$ cat src/rtl/store_addr_burst_issuer.sv
// Purpose : splits {len, addr} store-address requests popped from an FWFT FIFO into
//           DDR write-burst commands, each capped at MAX_BURST beats and never
//           crossing a 2^BND_W-beat aligned boundary (the address space wraps at 2^ADDR_W).
// Latency : pop at edge N -> first command sampled at edge N+2; one burst per 2 cycles at best.
// Backpressure: cmd_* is held stable until cmd_ready; no pop while a request is in flight,
//           so stalls propagate upstream through the FIFO's valid.
// Ports   : clk, rst_n (sync, active-low)
//           addr_data/addr_vld/addr_rd_en : FIFO read side, pop = addr_vld & addr_rd_en
//           cmd_valid/cmd_ready/cmd_addr/cmd_len/cmd_last : burst command (cmd_len = beats-1)
//           busy : request in progress;  zero_len_err : one-cycle pulse after a len==0 pop
module store_addr_burst_issuer #(
  parameter int ADDR_W    = 28,
  parameter int LEN_W     = 16,
  parameter int BURST_W   = 8,
  parameter int MAX_BURST = 64,
  parameter int BND_W     = 8
) (
  input  logic                    clk,
  input  logic                    rst_n,
  input  logic [LEN_W+ADDR_W-1:0] addr_data,
  input  logic                    addr_vld,
  output logic                    addr_rd_en,
  output logic                    cmd_valid,
  input  logic                    cmd_ready,
  output logic [ADDR_W-1:0]       cmd_addr,
  output logic [BURST_W-1:0]      cmd_len,
  output logic                    cmd_last,
  output logic                    busy,
  output logic                    zero_len_err
);

  // Common width for the three-way minimum: wide enough for rem, to_bnd and MAX_BURST.
  localparam int CW0 = (LEN_W > BND_W + 1) ? LEN_W : BND_W + 1;
  localparam int CW  = (CW0 > BURST_W + 1) ? CW0 : BURST_W + 1;

  localparam logic [BND_W:0] BND_SPAN  = {1'b1, {BND_W{1'b0}}};
  localparam logic [CW-1:0]  MAX_BLEN  = CW'(MAX_BURST);

  typedef enum logic [1:0] {
    IDLE  = 2'd0,
    CALC  = 2'd1,
    ISSUE = 2'd2
  } state_t;

  state_t state_q;
  state_t state_d;

  logic [ADDR_W-1:0]  cur_addr_q;
  logic [LEN_W-1:0]   rem_q;
  logic [BURST_W:0]   blen_q;

  logic               cmd_valid_q;
  logic [ADDR_W-1:0]  cmd_addr_q;
  logic [BURST_W-1:0] cmd_len_q;
  logic               cmd_last_q;
  logic               zero_len_err_q;

  // FSM strobes
  logic               load_req;
  logic               zerr_set;
  logic               calc_en;
  logic               hs;

  // Request fields from the FIFO head
  logic [ADDR_W-1:0]  req_addr;
  logic [LEN_W-1:0]   req_len;

  // Burst sizing datapath
  logic [BND_W:0]     to_bnd;
  logic [CW-1:0]      rem_w;
  logic [CW-1:0]      bnd_w;
  logic [CW-1:0]      min_a;
  logic [CW-1:0]      blen_w;
  logic [BURST_W:0]   blen_n;
  logic [BURST_W:0]   blen_m1;
  logic               last_n;

  assign req_addr = addr_data[ADDR_W-1:0];
  assign req_len  = addr_data[ADDR_W+LEN_W-1:ADDR_W];

  // Beats left before the next aligned boundary; a zero offset yields the full span,
  // which is why this is one bit wider than the offset.
  assign to_bnd = BND_SPAN - {1'b0, cur_addr_q[BND_W-1:0]};

  always_comb begin
    rem_w   = CW'(rem_q);
    bnd_w   = CW'(to_bnd);
    min_a   = (rem_w < MAX_BLEN) ? rem_w : MAX_BLEN;
    blen_w  = (min_a < bnd_w) ? min_a : bnd_w;
    // blen is at most 2^BURST_W so it fits BURST_W+1 bits
    blen_n  = blen_w[BURST_W:0];
    blen_m1 = blen_n - {{BURST_W{1'b0}}, 1'b1};
    last_n  = (rem_w == blen_w);
  end

  // ---------------------------------------------------------------------------
  // FSM
  // ---------------------------------------------------------------------------
  always_ff @(posedge clk) begin
    if (!rst_n) begin
      state_q <= IDLE;
    end else begin
      state_q <= state_d;
    end
  end

  always_comb begin
    state_d    = state_q;
    addr_rd_en = 1'b0;
    load_req   = 1'b0;
    zerr_set   = 1'b0;
    calc_en    = 1'b0;
    hs         = 1'b0;
    unique case (state_q)
      IDLE: begin
        // Pop request depends on state only, never on addr_vld
        addr_rd_en = 1'b1;
        if (addr_vld) begin
          if (req_len == '0) begin
            zerr_set = 1'b1;
          end else begin
            load_req = 1'b1;
            state_d  = CALC;
          end
        end
      end
      CALC: begin
        calc_en = 1'b1;
        state_d = ISSUE;
      end
      ISSUE: begin
        if (cmd_valid_q && cmd_ready) begin
          hs = 1'b1;
          // cmd_last was registered as (rem == blen), i.e. nothing remains after this burst
          state_d = cmd_last_q ? IDLE : CALC;
        end
      end
      default: begin
        state_d = IDLE;
      end
    endcase
  end

  // ---------------------------------------------------------------------------
  // Request tracking and command registers
  // ---------------------------------------------------------------------------
  always_ff @(posedge clk) begin
    if (!rst_n) begin
      cur_addr_q     <= '0;
      rem_q          <= '0;
      blen_q         <= '0;
      cmd_valid_q    <= 1'b0;
      cmd_addr_q     <= '0;
      cmd_len_q      <= '0;
      cmd_last_q     <= 1'b0;
      zero_len_err_q <= 1'b0;
    end else begin
      zero_len_err_q <= zerr_set;

      if (load_req) begin
        cur_addr_q <= req_addr;
        rem_q      <= req_len;
      end

      if (calc_en) begin
        cmd_addr_q  <= cur_addr_q;
        cmd_len_q   <= blen_m1[BURST_W-1:0];
        cmd_last_q  <= last_n;
        cmd_valid_q <= 1'b1;
        blen_q      <= blen_n;
      end

      if (hs) begin
        // Address advance wraps naturally at 2^ADDR_W; blen <= rem so rem never underflows
        cur_addr_q  <= cur_addr_q + ADDR_W'(blen_q);
        rem_q       <= rem_q - LEN_W'(blen_q);
        cmd_valid_q <= 1'b0;
      end
    end
  end

  assign cmd_valid    = cmd_valid_q;
  assign cmd_addr     = cmd_addr_q;
  assign cmd_len      = cmd_len_q;
  assign cmd_last     = cmd_last_q;
  assign zero_len_err = zero_len_err_q;
  assign busy         = (state_q != IDLE);

endmodule

$ cat config.mk
export PLATFORM = sky130hd
export DESIGN_NAME = store_addr_burst_issuer
export DESIGN_NICKNAME = d
export VERILOG_FILES = /design/src/rtl/store_addr_burst_issuer.sv
export SDC_FILE = /design/constraint.sdc
export NUM_CORES = 1
export LEC_CHECK = 0
export ABC_CLOCK_PERIOD_IN_PS = 3240
export CAP_MARGIN = 25
export CORE_MARGIN = 2
export CORE_UTILIZATION = 38
export DETAILED_ROUTE_END_ITERATION = 6
export SETUP_SLACK_MARGIN = 0.2
export SKIP_CTS_REPAIR_TIMING = 1
export SYNTH_ARGS = -nofsm -noshare
export SYNTH_HDL_FRONTEND = slang
export SYNTH_SLANG_ARGS = --single-unit
$ cat constraint.sdc
create_clock -name clk -period 3.24 [get_ports clk]
set_input_delay 0.486 -clock clk [delete_from_list [all_inputs] [get_ports clk]]
set_output_delay 0.486 -clock clk [all_outputs]
set_load 0.01 [all_outputs]
==> results of run 1 <==
-- critical path, stage by stage, from the launching register on --
cell and delay (ns):
dfxtp_2 0.40, nor3_4 0.24, nor3b_2 0.21, xnor2_1 0.18
inv_1 0.13, ha_4 0.29, nand2_1 0.05, a211o_1 0.33
o21ai_4 0.34, mux2i_4 0.32, o21ai_2 0.09, xor2_1 0.17
a21oi_1 0.13
-- cell usage in the layout (no fill, tap or decap), types with 10 or more instances in the layout --
master / instances
nand2_1: 129
xor2_1: 10
ha_1: 22
inv_1: 25
a211oi_1: 16
buf_4: 50
a21oi_1: 80
o21ai_0: 32
clkdlybuf4s50_1: 88
dfxtp_1: 86
nor3_1: 16
nor2_1: 62
nand3_1: 24
xnor2_1: 20
-- area by class of cell --
type	instances	share of cell area, %
multi-input cells	570	47.9
clock buffers	9	3.03
well taps	180	3.03
clock inverters	7	1.06
repair buffers	144	18.0
flip-flops and latches	94	25.6
inverters	28	1.42
-- sequential cells by signal (all words and copies together) (netlist names) --
signal / count
cmd_valid: 1
cmd_last: 1
rem_q: 16
cmd_addr: 28
zero_len_err: 1
cmd_len: 8
state_q: 2
blen_q: 9
cur_addr_q: 28
-- kinds of logic (layout without fill, tap and decap cells) --
family | count (synthesis) | after routing | synth area share, %
flip-flops | 94 | 94 | 34.2
other | 1 | 2 | 0.0682
AND/OR/NAND/NOR | 298 | 298 | 24.8
AO/OA/AOI/OAI | 207 | 207 | 23.7
multiplexers | 4 | 4 | 0.774
XOR/XNOR | 31 | 31 | 4.94
buffers and inverters | 69 | 188 | 4.80
adder cells (fa/ha/maj) | 28 | 28 | 6.64
-- Yosys cell counts, types with 3 or more instances --
| cell type | instances | area (um2) |
|---|---|---|
| and2_1 | 7 | 43.8 |
| a21oi_1 | 81 | 405 |
| a21boi_0 | 3 | 22.5 |
| o221ai_1 | 4 | 35.0 |
| o311ai_0 | 5 | 43.8 |
| dfxtp_1 | 94 | 1880 |
| nand3_1 | 24 | 120 |
| nor2b_1 | 10 | 62.6 |
| o211ai_1 | 9 | 67.6 |
| inv_1 | 27 | 101 |
| a211oi_1 | 18 | 135 |
| nor4_1 | 10 | 62.6 |
| a31oi_1 | 6 | 37.5 |
| o21ai_0 | 35 | 175 |
| nor2_1 | 62 | 233 |
| clkbuf_1 | 33 | 124 |
| buf_2 | 4 | 20.0 |
| nand2b_1 | 3 | 18.8 |
| or3_1 | 4 | 25.0 |
| nand2_1 | 129 | 484 |
| nand4_1 | 7 | 43.8 |
| o21a_1 | 3 | 22.5 |
| a211o_1 | 3 | 26.3 |
| buf_1 | 4 | 15.0 |
| a221oi_1 | 5 | 43.8 |
| nor3_1 | 18 | 90.1 |
| a22oi_1 | 7 | 52.6 |
| a311oi_1 | 7 | 61.3 |
| and3_1 | 10 | 62.6 |
| xor2_1 | 11 | 96.3 |
| or2_2 | 5 | 31.3 |
| xnor2_1 | 20 | 175 |
| a21o_1 | 5 | 37.5 |
| ha_1 | 26 | 325 |
-- per-layer routing --
metal,vias up,global-route usage (%)
li1,2845,-
met1,2807,31.6
met2,161,38.6
met3,33,2.62
met4,0,8.59
met5,-,0
-- report_power, final --
group	leakage, nW	switching, W	internal [W]
Clock	0.144	0.000526	0.000609
Combinational	1.85	0.000673	0.000594
Sequential	0.773	0.0000885	0.00123
Total	2.77	0.00129	0.00243
-- per-stage QoR --
stage / power [W] / hold slack (ns) / setup TNS (ns)
global route: 0.00389 / 0.476 / 0
detailed placement: 0.00244 / 0.447 / 0
global placement: 0.00243 / 0.441 / 0
CTS: 0.00357 / 0.457 / -0.0726
finish: 0.00372 / 0.454 / 0
floorplan: 0.00199 / 0.436 / 0
-- final timing paths --
kind                               endpoint  cells past startpoint                  startpoint  slack (ns)
hold / removal    cmd_addr[23]$_SDFFE_PN0N_                      2   cmd_addr[23]$_SDFFE_PN0N_        0.45
hold reg to reg   cmd_addr[23]$_SDFFE_PN0N_                      2   cmd_addr[23]$_SDFFE_PN0N_        0.45
setup / recovery    cmd_len[7]$_SDFFE_PN0N_                     12  cur_addr_q[2]$_SDFFE_PN0P_        0.28
setup reg to reg    cmd_len[7]$_SDFFE_PN0N_                     12  cur_addr_q[2]$_SDFFE_PN0P_        0.28
==> metrics.csv, run 1 <==
stage,metric,value,unit
detailed_routing,dr_wl_met3,679,um
synth,synth-main-ff-cell,dfxtp_1,
floorplan,core,14000,um2
synth,syn-instance-count,732,
floorplan,die_x,124,um
detailed_routing,wl_per_cell,18.3,um
floorplan,start_util,39.3,%
clock_tree,clk_pin_slew,0.07,ns
layout,final_cell_count_no_fill,1032,
critical_path,critPathKind,reg -> reg,
synth,syn_area,5500,um2
critical_path,crit_fanout,9,
floorplan,fp-row-count,43,
min_path,hold_path.class,reg -> reg,
floorplan,die_area,15400,um2
timing,max_freq,0.338,GHz
detailed_routing,drtPass1Iterations,5,
layout,nNetsFinal,923,
timing,setup_viol,0,
detailed_routing,vias,5846,
timing,slew_violations,0,
detailed_routing,wl_met2,9.03,mm
global_routing,grt_max_degree,47,
place,gp_congestion,0.892,
timing,rsz0062_at_grt,true,
floorplan,ioPinCount,89,
synth,syn_avg_cell_area,7.51,um2
detailed_routing,via_per_inst,5.66,
clock_tree,cts_root_buf,clkbuf_16,
place,dpl.hpwl,13.6,mm
global_routing,grt_overflow,0,
layout,syn_to_final_growth,35.1,%
synth,synth_edf_count,0,
clock_tree,clk_latency,0.36,ns
critical_path,arrival,3.25,ns
clock_tree,cts_buffer_depth,2,
place,dpl-instance-area,6850,um2
critical_path,required,3.53,ns
place,dp.cells,1010,
layout,layout-drive-gt1-share,14.3,%
clock_tree,clock_sinks,94,
timing,hold_violations,0,
timing,finalClockSkew,0.0106,ns
layout,seqCellArea,1900,um2
place,port_buffers,88,
flow_run,maxCapViolations,0,
detailed_routing,drc,0,
detailed_routing,top_layer_used,met4,
clock_tree,cts_tree,yes,
timing,slew-limit-headroom,35.3,%
synth,ys_seq_area_share,34.2,%
global_routing,antenna_found_initial,0,
detailed_routing,drt_wl_total,18.9,mm
power_and_ir_drop,power_leakage,2.77,nW
global_routing,grt_pass1_vias,5538,
detailed_routing,ant_nets,0,
critical_path,cp-end-kind,register,
clock_tree,cts_buffers,9,
critical_path,cp-start-kind,register,
power_and_ir_drop,powerDensity,501,nW/um2
layout,utilization,53.1,%
layout,diodes,0,
layout,multi_input_area,3560,um2
clock_tree,htreeDepth,3,
global_routing,grt_pass1_wl,29.3,mm
layout,nFillCells,1377,
timing,tightest_slew,0.970,ns
detailed_routing,drtIter0Drc,443,
detailed_routing,wl_met1,8.75,mm
global_routing,grt_usage,23.4,%
timing,timing.final.crit_share,91.3,%
timing,fin_crit,2.96,ns
layout,design_area,7430,um2
power_and_ir_drop,vdd_drop_max,0.304,mV
synth,synth_cell_types,59,
floorplan,chipHeight,124,um
timing,fin_ws,0.281,ns
synth,synth_seq_cells,94,
synth,yosysWarnings,0,
place,dp_slack,0.0105,ns
synth,ys_async_sr_fraction,0,%
outcome,status,"complete, no violations",
Power figures use the tool's default switching activity.
==> run 2, diff against run 1 <==
--- a/config.mk
+++ b/config.mk
@@ -7,6 +7,7 @@
 export LEC_CHECK = 0
 export ABC_CLOCK_PERIOD_IN_PS = 3240
 export CAP_MARGIN = 25
+export CORE_ASPECT_RATIO = 0.75
 export CORE_MARGIN = 2
 export CORE_UTILIZATION = 38
 export DETAILED_ROUTE_END_ITERATION = 6
==> run 2 against run 1 <==
Via count is 0.56% higher. Worst hold slack hardly changed. Largest cell class unchanged. Register-to-register slack hardly changed.
==> metrics.csv, run 2 (synthesis results as in run 1) <==
stage,metric,value,unit,change
outcome,status,"complete, no violations",,
power_and_ir_drop,p_clk_share,28.7,%,-1.8 points
power_and_ir_drop,power_frac_comb,35.3,%,+1.2 points
flow_run,maxCapViolations,0,,unchanged
floorplan,start_util,38.4,%,-0.89 points
floorplan,fp-row-count,38,,-12%
place,dpl.hpwl,14.1,mm,+3.8%
clock_tree,clk_latency,0.35,ns,about the same
critical_path,critPathMostFrequentCell,buf_4,,
critical_path,cp-end-kind,register,,
detailed_routing,drt_wl_total,18.8,mm,-0.39%
floorplan,die_x,143,um,+15%
clock_tree,cts_root_buf,clkbuf_16,,
layout,diodes,0,,unchanged
critical_path,r2r_start,cur_addr_q[5]$_SDFFE_PN0P_,,
global_routing,grt_overflow,0,,unchanged
critical_path,ff2ff_path_depth,12,,unchanged
critical_path,critPathKind,reg -> reg,,
layout,final_cell_mix,"nand2_1, dfxtp_1, clkdlybuf4s50_1",,
timing,timing.final.crit_share,91.3,%,about the same
detailed_routing,wl_per_cell,17.6,um,-4.0%
power_and_ir_drop,powerDensity,484,nW/um2,-3.4%
timing,setup_viol,0,,unchanged
place,dp_slack,0.0988,ns,+0.0883 ns
power_and_ir_drop,vdd_drop_max,0.224,mV,-26%
timing,tightest_slew,0.735,ns,-0.235 ns
floorplan,core,14300,um2,+2.3%
global_routing,antenna_found_initial,0,,unchanged
timing,fin_ws,0.281,ns,-0.000569 ns
power_and_ir_drop,switching_share,34.9,%,+0.26 points
clock_tree,cts_buffer_depth,2,,unchanged
critical_path,cpPeakStageDelay,0.42,ns,+0.02 ns
critical_path,crit_start,cur_addr_q[5]$_SDFFE_PN0P_,,
layout,multi_input_area,3510,um2,-1.2%
global_routing,grt_max_degree,36,,-23%
layout,nFillCells,1360,,-1.2%
timing,final.setup.tns,0,ns,unchanged
clock_tree,htreeDepth,3,,unchanged
global_routing,grt_pass1_wl,29.8,mm,+1.8%
timing,slew-limit-headroom,51.0,%,+16 points
critical_path,timing.rr.end,cmd_len[3]$_SDFFE_PN0N_,,
place,port_buffers,88,,unchanged
critical_path,endpoint,cmd_len[3]$_SDFFE_PN0N_,,
timing,rsz0062_at_grt,true,,
floorplan,ioPinCount,89,,unchanged
clock_tree,clock_sinks,94,,unchanged
floorplan,die_area,15500,um2,about the same
layout,seqCellArea,1890,um2,-0.59%
detailed_routing,drtIter0Drc,480,,+8.4%
min_path,hold_path.class,reg -> reg,,
global_routing,grt_usage,24.7,%,+1.3 points
floorplan,chipHeight,108,um,-13%
timing,slew_violations,0,,unchanged
timing,finalClockSkew,0.00850,ns,-0.00207 ns
global_routing,grt_pass1_vias,5568,,+0.54%
timing,fin_crit,2.96,ns,+0.000569 ns
critical_path,crit_chain,"nor4_2, buf_4, nand2_1, xnor2_1, ha_1, a21o_1, a211oi_2, buf_4, o21ai_4, buf_4, o311ai_0, a21oi_1",,
detailed_routing,vias,5879,,+0.56%
critical_path,required,3.46,ns,-0.07 ns
detailed_routing,drtPass1Iterations,5,,unchanged
timing,max_freq,0.338,GHz,about the same
layout,nNetsFinal,942,,+2.1%
clock_tree,cts_tree,yes,,
layout,syn_to_final_growth,36.5,%,
detailed_routing,drc,0,,unchanged
detailed_routing,ant_nets,0,,unchanged
clock_tree,cts_buffers,9,,unchanged
power_and_ir_drop,power_leakage,2.82,nW,+1.8%
layout,final_common_cell,nand2_1,,
critical_path,crit_fanout,8,,-1
detailed_routing,via_per_inst,5.49,,-3.1%
power_and_ir_drop,internal-power,0.00237,W,-2.8%
timing,hold_violations,0,,unchanged
critical_path,arrival,3.18,ns,-0.07 ns
clock_tree,clk_pin_slew,0.07,ns,about the same
place,gp_congestion,0.947,,+6.2%
layout,layout-drive-gt1-share,15.3,%,+0.95 points
power_and_ir_drop,p_switching,0.00127,W,-1.7%
power_and_ir_drop,power_frac_seq,36.0,%,+0.6 points
critical_path,cp-start-kind,register,,
critical_path,r2r_slack,0.28,ns,about the same
critical_path,crit_slowest_cell,o311ai_0,,
-- run 2: through the flow --
step | power [W] | hold WS, ns | instance area [um2] | utilization [%] | instances
finish | 0.00363 | 0.455 | 7510 | 52.4 | 1071
global route | 0.00383 | 0.471 | 7510 | 52.4 | 1071
CTS | 0.00355 | 0.457 | 7320 | 51.2 | 1068
detailed placement | 0.00251 | 0.446 | 7040 | 49.2 | 1052
global placement | 0.00250 | 0.442 | 7040 | 49.2 | 1052
floorplan | 0.00199 | 0.436 | 5510 | - | 733
-- run 2: cell type report --
cell class,count,area share [%]
clock inverter,6,0.700
inverter,28,1.40
tap,200,3.33
multi-input combinational,570,46.8
clock buffer,10,3.05
sequential,94,25.2
timing repair buffer,163,19.5
-- run 2: worst min path at each step --
stage,startpoint,to,slack [ns],depth (start not counted)
after global placement,cmd_len[5]$_SDFFE_PN0N_,cmd_len[5]$_SDFFE_PN0N_,0.44,2
after global routing,cmd_addr[23]$_SDFFE_PN0N_,cmd_addr[23]$_SDFFE_PN0N_,0.47,2
after floorplan,cur_addr_q[27]$_SDFFE_PN0P_,cur_addr_q[27]$_SDFFE_PN0P_,0.44,1
after detailed placement,cmd_addr[24]$_SDFFE_PN0N_,cmd_addr[24]$_SDFFE_PN0N_,0.45,2
final,cmd_addr[22]$_SDFFE_PN0N_,cmd_addr[22]$_SDFFE_PN0N_,0.45,2
after CTS,cmd_addr[24]$_SDFFE_PN0N_,cmd_addr[24]$_SDFFE_PN0N_,0.46,2
-- run 2: power by group through the flow --
stage / Combinational, W / Clock (W) / Sequential (W)
global placement: 0.00118 / 0 / 0.00133
global route: 0.00141 / 0.00110 / 0.00132
detailed placement: 0.00118 / 0 / 0.00133
CTS: 0.00119 / 0.00106 / 0.00130
finish: 0.00128 / 0.00104 / 0.00131
floorplan: 0.000672 / 0 / 0.00132
-- run 2: worst max-delay path: cells and delay by family, from the launching register on --
kind / cells / cell delay, ns
AOI/OAI and AO/OA: 5 / 1.10
DFF: 1 / 0.33
buffers and inverters: 3 / 0.52
and+or+nand+nor: 2 / 0.34
xor gates and xnor gates: 1 / 0.19
adders and majority gates: 1 / 0.34
-- run 2: per-layer routing --
metal | vias up | share of wire (%) | global-route usage [%]
li1 | 2867 | - | -
met1 | 2764 | 50 | 37.6
met2 | 224 | 42 | 36.0
met3 | 24 | 7.1 | 4.21
met4 | 0 | 1.1 | 5.66
met5 | - | 0 | 0
==> run 3, diff against run 2 <==
--- a/config.mk
+++ b/config.mk
@@ -5,7 +5,7 @@
 export SDC_FILE = /design/constraint.sdc
 export NUM_CORES = 1
 export LEC_CHECK = 0
-export ABC_CLOCK_PERIOD_IN_PS = 3240
+export ABC_CLOCK_PERIOD_IN_PS = 3300
 export CAP_MARGIN = 25
 export CORE_ASPECT_RATIO = 0.75
 export CORE_MARGIN = 2
==> constraint.sdc (replaced) <==
create_clock -name clk -period 3.3 [get_ports clk]
set_input_delay 0.495 -clock clk [delete_from_list [all_inputs] [get_ports clk]]
set_output_delay 0.495 -clock clk [all_outputs]
set_load 0.01 [all_outputs]
==> run 3 against run 2 <==
Global-route usage decreased by 0.40 points. Fmax decreased by 1.8%. Worst hold slack got worse by 0.0013 ns. Cell count decreased by 0.65%. First-iteration DRC count increased by 13%. Final area increased by 0.33%. Combinational power about the same. Core utilization increased by 0.17 points. Clock skew increased by 0.0069 ns. Worst setup slack improved by 0.0055 ns. Critical endpoint is now cmd_last$_SDFFE_PN0N_. Largest cell class unchanged.
==> metrics.csv, run 3 (synthesis results as in run 1) <==
stage,metric,value,unit,change
clock_tree,cts_buffers,9,,unchanged
floorplan,die_x,143,um,unchanged
layout,nFillCells,1359,,-0.074%
global_routing,gr-usage-met3,4.92,%,+0.71 points
detailed_routing,drt_wl_total,18.6,mm,-1.2%
global_routing,met2_usage,35.9,%,-0.068 points
floorplan,die_area,15500,um2,unchanged
timing,slew_violations,0,,unchanged
timing,timing.final.crit_share,91.3,%,about the same
critical_path,endpoint,cmd_last$_SDFFE_PN0N_,,
detailed_routing,drtIter0Drc,541,,+13%
power_and_ir_drop,power_leakage,2.80,nW,-0.50%
layout,multi_input_area,3580,um2,+1.7%
place,gp_congestion,0.965,,+1.9%
min_path,hold_path.class,reg -> reg,,
global_routing,grt_usage,24.3,%,-0.40 points
critical_path,arrival,3.30,ns,+0.12 ns
timing,final.setup.tns,0,ns,unchanged
min_path,holdCritStartpoint,cmd_len[3]$_SDFFE_PN0N_,,
power_and_ir_drop,vdd_drop_max,0.299,mV,+34%
layout,diodes,0,,unchanged
clock_tree,clk_pin_slew,0.07,ns,about the same
timing,fin_crit,3.01,ns,+0.0545 ns
timing,setup_viol,0,,unchanged
layout,seqCellArea,1900,um2,+0.46%
place,dpl.hpwl,13.9,mm,-1.5%
critical_path,crit_start,rem_q[13]$_SDFFE_PN0P_,,
critical_path,required,3.58,ns,+0.12 ns
global_routing,grt_pass1_wl,29.1,mm,-2.5%
detailed_routing,drc,0,,unchanged
critical_path,cp-start-kind,register,,
layout,final_cell_mix,"nand2_1, clkdlybuf4s50_1, dfxtp_1",,
timing,finalClockSkew,0.0154,ns,+0.00688 ns
place,port_buffers,88,,unchanged
layout,final_common_cell,nand2_1,,
clock_tree,cts_tree,yes,,
detailed_routing,drtPass1Iterations,5,,unchanged
clock_tree,clk_latency,0.36,ns,about the same
global_routing,grt_max_degree,31,,-14%
floorplan,fp-row-count,38,,unchanged
timing,slew-limit-headroom,54.1,%,+3.0 points
layout,utilization,52.6,%,+0.17 points
layout,syn_to_final_growth,37.0,%,
floorplan,chipHeight,108,um,unchanged
critical_path,r2r_start,rem_q[13]$_SDFFE_PN0P_,,
layout,layout-drive-gt1-share,15.5,%,+0.24 points
power_and_ir_drop,powerDensity,475,nW/um2,-1.7%
critical_path,r2r_slack,0.29,ns,about the same
clock_tree,htreeDepth,3,,unchanged
clock_tree,clock_sinks,94,,unchanged
global_routing,grt_pass1_vias,5503,,-1.2%
critical_path,critPathKind,reg -> reg,,
global_routing,busiest_layer,met2,,
clock_tree,cts_buffer_depth,2,,unchanged
flow_run,maxCapViolations,0,,unchanged
floorplan,ioPinCount,89,,unchanged
detailed_routing,wl_per_cell,17.5,um,-0.58%
global_routing,antenna_found_initial,0,,unchanged
detailed_routing,ant_nets,0,,unchanged
floorplan,start_util,38.4,%,unchanged
timing,tightest_slew,0.689,ns,-0.0455 ns
critical_path,timing.rr.end,cmd_last$_SDFFE_PN0N_,,
clock_tree,cts_root_buf,clkbuf_16,,
timing,rsz0062_at_grt,true,,
critical_path,ff2ff_path_depth,16,,+4
critical_path,crit_fanout,8,,unchanged
global_routing,grt_use_met1,35.5,%,-2.1 points
timing,max_freq,0.332,GHz,-1.8%
floorplan,core,14300,um2,unchanged
outcome,status,"complete, no violations",,
global_routing,grt_overflow,0,,unchanged
detailed_routing,vias,5774,,-1.8%
layout,nNetsFinal,935,,-0.74%
detailed_routing,via_per_inst,5.43,,-1.1%
timing,hold_violations,0,,unchanged
critical_path,cp-end-kind,register,,
run 3: routing by layer:
metal / up-vias / wire (um) / share of wire [%]
li1: 2859 / - / -
met3: 25 / 1230 / 6.6
met4: 0 / 321 / 1.7
met5: - / 0 / 0
met2: 215 / 7790 / 42
met1: 2675 / 9270 / 50
run 3: layout make-up:
type,count,share of cell area (%)
multi-input combinational,570,47.5
clock buffer,9,2.99
tap,200,3.32
clock inverter,7,0.748
sequential,94,25.2
inverter,28,1.40
timing repair buffer,156,18.8
run 3: worst min path at each step:
stage	endpoint	slack [ns]	depth (start not counted)
final	cmd_len[3]$_SDFFE_PN0N_	0.45	2
after global routing	cmd_addr[23]$_SDFFE_PN0N_	0.48	2
after CTS	cmd_addr[14]$_SDFFE_PN0N_	0.46	2
after detailed placement	cmd_len[5]$_SDFFE_PN0N_	0.45	2
after global placement	cmd_addr[27]$_SDFFE_PN0N_	0.44	2
after floorplan	cur_addr_q[27]$_SDFFE_PN0P_	0.44	1
run 3: where the power goes:
group	switching, W	total [W]	internal, W
Combinational	0.000674	0.00128	0.000604
Clock	0.000498	0.00102	0.000519
Sequential	0.0000771	0.00129	0.00121
run 3: worst max-delay path, cell delays in order (launching register included):
cell      delay, ns
dfxtp_4        0.36
nor4_4         0.29
and3_4         0.28
buf_6          0.11
nand2_2        0.05
inv_2          0.08
ha_4           0.20
a21oi_2        0.14
nor2_1         0.07
a211oi_2       0.22
buf_4          0.18
o21ai_4        0.10
buf_6          0.14
or3_4          0.37
o41ai_4        0.06
nand4_1        0.13
o21ai_1        0.15
run 3: through the flow:
stage | setup WS, ns | instance area [um2] | hold slack, ns | cells | power [W]
after floorplan | 0.261 | 5510 | 0.436 | 733 | 0.00196
after global placement | 0.177 | 6940 | 0.441 | 1039 | 0.00242
after detailed placement | 0.0494 | 6940 | 0.447 | 1039 | 0.00242
after CTS | 0.00760 | 7220 | 0.457 | 1055 | 0.00344
after global routing | 0.124 | 7530 | 0.475 | 1064 | 0.00376
final | 0.286 | 7530 | 0.453 | 1064 | 0.00358
